### config.mk
export PLATFORM = sky130hd
export DESIGN_NAME = imm_gen_pipe
export DESIGN_NICKNAME = d
export VERILOG_FILES = /design/src/rtl/imm_gen_pipe.sv
export SDC_FILE = /design/constraint.sdc
export NUM_CORES = 1
export LEC_CHECK = 0
export CAP_MARGIN = 10
export CORE_MARGIN = 3
export CORE_UTILIZATION = 46
export CTS_BUF_LIST = sky130_fd_sc_hd__clkbuf_8 sky130_fd_sc_hd__clkbuf_16
export DETAILED_ROUTE_END_ITERATION = 6
export MAX_ROUTING_LAYER = met4
export PLACE_DENSITY = 0.77
export SLEW_MARGIN = 20
export SYNTH_ARGS = -nofsm -noshare
export SYNTH_HDL_FRONTEND = slang
export SYNTH_SLANG_ARGS = --single-unit
### constraint.sdc
create_clock -name clk -period 2 [get_ports clk]
set_clock_uncertainty 0.1 [all_clocks]
set_input_delay 0.6 -clock clk [delete_from_list [all_inputs] [get_ports clk]]
set_output_delay 0.6 -clock clk [all_outputs]
set_load 0.01 [all_outputs]
### src/rtl/imm_gen_pipe.sv
// RISC-V immediate generator with a one-entry skid buffer on the output.
// Decodes format, immediate and legality, and counts illegal inputs.
module imm_gen_pipe #(
  parameter int XLEN  = 32,
  parameter int CNT_W = 8
) (
  input  logic             clk,
  input  logic             reset,
  input  logic             in_valid,
  output logic             in_ready,
  input  logic [31:0]      in_instr,
  output logic             out_valid,
  input  logic             out_ready,
  output logic [XLEN-1:0]  imm_out,
  output logic [2:0]       fmt_out,
  output logic             illegal_out,
  output logic [CNT_W-1:0] err_cnt
);

  typedef enum logic [2:0] {
    F_NONE = 3'd0,
    F_I    = 3'd1,
    F_S    = 3'd2,
    F_B    = 3'd3,
    F_U    = 3'd4,
    F_J    = 3'd5,
    F_Z    = 3'd6
  } fmt_e;

  typedef struct packed {
    logic [XLEN-1:0] imm;
    logic [2:0]      fmt;
    logic            ill;
  } ent_t;

  localparam bit RV64 = (XLEN == 64);

  logic [6:0]  opc;
  logic [2:0]  f3;
  logic        is_i, is_s, is_b, is_u;
  logic        is_j, is_sys, is_nop;
  logic [63:0] w;
  ent_t        d;
  ent_t        o_q, o_n;
  ent_t        s_q, s_n;
  logic        ov_q, ov_n;
  logic        sv_q, sv_n;
  logic        rdy_q;
  logic [CNT_W-1:0] cnt_q;
  logic        acc, xfer;

  assign opc = in_instr[6:0];
  assign f3  = in_instr[14:12];

  assign is_i = (opc == 7'b0010011) ||
                (opc == 7'b0000011) ||
                (opc == 7'b1100111) ||
                (RV64 && opc == 7'b0011011);
  assign is_s = (opc == 7'b0100011);
  assign is_b = (opc == 7'b1100011);
  assign is_u = (opc == 7'b0110111) ||
                (opc == 7'b0010111);
  assign is_j = (opc == 7'b1101111);
  assign is_sys = (opc == 7'b1110011);
  assign is_nop = (opc == 7'b0110011) ||
                  (opc == 7'b0001111) ||
                  (RV64 && opc == 7'b0111011);

  // Decode format and build a 64-bit sign-extended immediate.
  always_comb begin
    w = '0;
    d = '0;
    unique case (1'b1)
      is_i: begin
        d.fmt = F_I;
        w = {{52{in_instr[31]}}, in_instr[31:20]};
      end
      is_s: begin
        d.fmt = F_S;
        w = {{52{in_instr[31]}}, in_instr[31:25],
             in_instr[11:7]};
      end
      is_b: begin
        d.fmt = F_B;
        w = {{51{in_instr[31]}}, in_instr[31],
             in_instr[7], in_instr[30:25],
             in_instr[11:8], 1'b0};
      end
      is_u: begin
        d.fmt = F_U;
        w = {{32{in_instr[31]}}, in_instr[31:12],
             12'b0};
      end
      is_j: begin
        d.fmt = F_J;
        w = {{43{in_instr[31]}}, in_instr[31],
             in_instr[19:12], in_instr[20],
             in_instr[30:21], 1'b0};
      end
      is_sys: begin
        if (f3[2]) begin
          d.fmt = F_Z;
          w = {59'b0, in_instr[19:15]};
        end
      end
      is_nop: begin
        d.fmt = F_NONE;
      end
      default: begin
        d.ill = 1'b1;
      end
    endcase
    if (!RV64 && opc == 7'b0010011 &&
        f3[1:0] == 2'b01 && in_instr[25])
      d.ill = 1'b1;
    d.imm = w[XLEN-1:0];
  end

  assign acc  = in_valid && rdy_q;
  assign xfer = ov_q && out_ready;

  // Output register / skid entry steering.
  always_comb begin
    ov_n = ov_q;
    sv_n = sv_q;
    o_n  = o_q;
    s_n  = s_q;
    if (sv_q) begin
      if (xfer) begin
        o_n  = s_q;
        sv_n = 1'b0;
      end
    end else if (acc) begin
      if (!ov_q || out_ready) begin
        o_n  = d;
        ov_n = 1'b1;
      end else begin
        s_n  = d;
        sv_n = 1'b1;
      end
    end else if (xfer) begin
      ov_n = 1'b0;
    end
  end

  // State registers; in_ready is registered off the next skid state.
  always_ff @(posedge clk) begin
    if (reset) begin
      ov_q  <= 1'b0;
      sv_q  <= 1'b0;
      rdy_q <= 1'b0;
      o_q   <= '0;
      s_q   <= '0;
      cnt_q <= '0;
    end else begin
      ov_q  <= ov_n;
      sv_q  <= sv_n;
      rdy_q <= !sv_n;
      o_q   <= o_n;
      s_q   <= s_n;
      if (acc && d.ill && cnt_q != '1)
        cnt_q <= cnt_q + 1'b1;
    end
  end

  assign in_ready    = rdy_q;
  assign out_valid   = ov_q;
  assign imm_out     = o_q.imm;
  assign fmt_out     = o_q.fmt;
  assign illegal_out = o_q.ill;
  assign err_cnt     = cnt_q;

endmodule

==> results.sh <==
export IMPL_library_cell_with_the_largest_summed_area_after_synthesis="dfxtp_1"
export IMPL_core_outline_area_um2=7890
export IMPL_net_count_after_synthesis=517
export IMPL_drt_pre_antenna_iters=5
export IMPL_maximum_fanout_along_the_worst_path=2
export IMPL_timing_critical_path_max_delay_family="buffers and inverters"
export IMPL_post_route_drc_count=0
export IMPL_ctsHtreeMaxLevel=3
export IMPL_count_of_standard_cell_rows=32
export IMPL_num_nets_final=647
export IMPL_die_w_um=97.3
export IMPL_area_delta_synth_final_pct=47.0
export IMPL_worst_setup_hold_path_clk_slew_ps=90
export IMPL_tritoncts="built"
export IMPL_net_switching_power_mw=0.989
export IMPL_final_max_slew_viol_count=0
export IMPL_drive_above_1_share=0.241
export IMPL_synthDistinctLibCells=57
export IMPL_required_ps=1300
export IMPL_floorplan_initialDensity=0.486
export IMPL_design_die_area_um2=9460
export IMPL_postRouteAntennaNets=0
export IMPL_globalRoute_totalOverflow=0
export IMPL_final_layout_fill_cell_count=625
export IMPL_async_reset_ff_frac=0
export IMPL_post_drt_via_cell_ratio=5.89
export IMPL_whs_ps=357
export IMPL_layout_cells_most_common="dfxtp_1"
export IMPL_cts_root_buf="clkbuf_8"
export IMPL_first_iter_violations=310
export IMPL_total_count_of_hold_check_failures_in_the_final_report=0
export IMPL_syn_instance_count=480
export IMPL_drt_total_wl_um=12100
export IMPL_sequential_fraction_of_the_synthesis_area=0.434
export IMPL_synth_cell_area_um2=3830
export IMPL_grt_util_overall=0.259
export IMPL_maxCapViolCount=0
export IMPL_number_of_buffers_created_by_cts=9
export IMPL_power_per_cell_area_nw_per_um2=614
export IMPL_power_switching_fraction=0.286
export IMPL_placement_setup_worst_slack_ps=-906
export IMPL_cts_root_to_sink_buffers=2
export IMPL_setup_viol=0
export IMPL_maxClockFrequency_ghz=0.508
export IMPL_wl_per_cell_um=16.9
export IMPL_syn_area_per_cell_um2=7.98
export IMPL_finish_utilization=0.714
export IMPL_critPathLaunchType="flop"
export IMPL_pwr_share_comb=0.172
export IMPL_timing_final_ws_setup_ps=32.5
export IMPL_p_int_mw=2.47
export IMPL_part_of_the_total_power_dissipated_in_sequential_elements=0.502
export IMPL_dr_total_vias=4225
export IMPL_max_stage_delay_ps=550
export IMPL_mostFrequentLayoutCells="dfxtp_1 (74), o21ai_0 (72), buf_4 (71), nand2_1 (66), a21oi_1 (65)"
export IMPL_worst_skew_pair_late_latency_ps=360
export IMPL_yosys_most_used_dff="dfxtp_1"
export IMPL_grt_antenna_before_repair=0
export IMPL_input_output_buffers=81
export IMPL_worst_slew_margin_relative_to_its_limit=0.662
export IMPL_worst_hold_path_type="reg2reg"
export IMPL_critPathSlowestCell="clkdlybuf4s50_1"
export IMPL_clock_sinks=83
export IMPL_detailed_place_hpwl_um=8310
export IMPL_yosys_warnings=0
export IMPL_floorplan_io_pins=82
export IMPL_first_global_vias=4019
export IMPL_synth_edf_count=0
export IMPL_synth_area_top_cells="dfxtp_1 (43%), o21ai_0 (9.7%), a21oi_1 (8.6%), nand2_1 (6.6%), a221oi_1 (4.1%)"
export IMPL_die_h_um=97.3
export IMPL_synth_top_cell_area_share=0.434
export IMPL_antennaDiodeCount=0
export IMPL_register_bit_total_from_synthesis=83
export IMPL_worst_ir_drop_vdd_uv=387
export IMPL_worst_pin_slew_ps=503
export IMPL_timing_critical_path_arrival_ps=1270
export IMPL_endpoint_kind="primary output"
export IMPL_final_min_period_over_clock_period=0.984
export IMPL_globalplace_congestion=0.905
export IMPL_min_period_ps=1970
export IMPL_power_leakage_nw=2.37
export IMPL_worstPathCellList="clkdlybuf4s50_1"
export IMPL_crit_buf_inv=1
export IMPL_critPathKind="reg2out"
export IMPL_outcome="finished clean"
export IMPL_maximum_number_of_pins_on_one_net_before_global_route_repair=39
export IMPL_clock_power_share=0.326
export IMPL_grt_pass1_wl_um=19800
-- layer usage --
layer / part of all wire / vias to the layer above / track usage
met1: 0.42 / 2034 / 0.332
met4: 0.021 / 0 / 0.100
met5: 0 / - / -
met3: 0.058 / 18 / 0.0359
met2: 0.50 / 155 / 0.417
li1: - / 2018 / -
-- sequential cells by signal, summed over array words and instances (netlist names) --
| register | cells |
|---|---|
| err_cnt | 8 |
| fmt_out | 3 |
| illegal_out | 1 |
| imm_out | 32 |
| in_ready | 1 |
| out_valid | 1 |
| s_q | 36 |
| sv_q | 1 |
-- logic make-up (layout without fill, tap and decap cells) --
group,Yosys count,in the layout,share of synthesized area
compound gates,188,188,0.290
simple gates,159,159,0.208
flops,83,83,0.434
buf+inv,44,179,0.0513
mux,5,5,0.0140
fa+ha+maj,1,1,0.00326
-- repair_timing --
| item | 4_1_cts | 5_1_grt |
|---|---|---|
| pin swaps | 12 | 8 |
| hold buffers | 0 | 0 |
| resized for setup | 51 | 37 |
| setup buffers | 6 | 1 |
| setup endpoints to repair | 78 | 61 |
-- metrics by stage --
| stage | std cells | power (mW) | instance area, um2 | setup TNS, ps |
|---|---|---|---|---|
| 2_1_floorplan | 480 | 2.02 | 3950 | -123 |
| 3_3_place_gp | 696 | 2.33 | 5270 | -42760 |
| 3_5_place_dp | 696 | 2.34 | 5270 | -46300 |
| 4_1_cts | 716 | 3.46 | 5540 | 0 |
| 5_1_grt | 717 | 3.61 | 5630 | -16.1 |
| 6_report | 717 | 3.46 | 5630 | 0 |
-- synthesized netlist by cell type (4+ instances only) --
library cell and n:
a221oi_1 18, a21oi_1 66, nor2_1 27, and2_1 4, inv_1 5, nand3_1 15
a2111oi_0 5, nor3_1 6, nand4_1 4, dfxtp_1 83, nor2b_1 5, o21ai_0 74
or3_1 7, buf_2 10, clkbuf_1 24, nand2_1 67
-- layout make-up --
type / instances / area, um2 / share of cell area
Clock inverter: 7 / 52.6 / 0.00933
Timing Repair Buffer: 158 / 1490 / 0.264
Inverter: 5 / 18.8 / 0.00333
Multi-Input combinational cell: 353 / 2150 / 0.382
Sequential cell: 83 / 1680 / 0.297
Tap cell: 102 / 128 / 0.0227
Clock buffer: 9 / 124 / 0.0220
-- power by group through the flow --
stage	Combinational [mW]	Sequential, mW	Clock (mW)
2_1_floorplan	0.225	1.79	0
3_3_place_gp	0.553	1.77	0
3_5_place_dp	0.567	1.78	0
4_1_cts	0.582	1.74	1.14
5_1_grt	0.640	1.74	1.22
6_report	0.594	1.74	1.13
-- final timing paths --
path / start / end / slack, ps / cells after the start
max: imm_out[11] / imm_out[11] / 30 / 1
min: imm_out[18] / imm_out[18] / 360 / 2
max reg2reg: err_cnt[4] / err_cnt[7] / 90 / 5
min reg2reg: imm_out[18] / imm_out[18] / 360 / 2
Note: power is estimated with default switching activity, not from simulation.
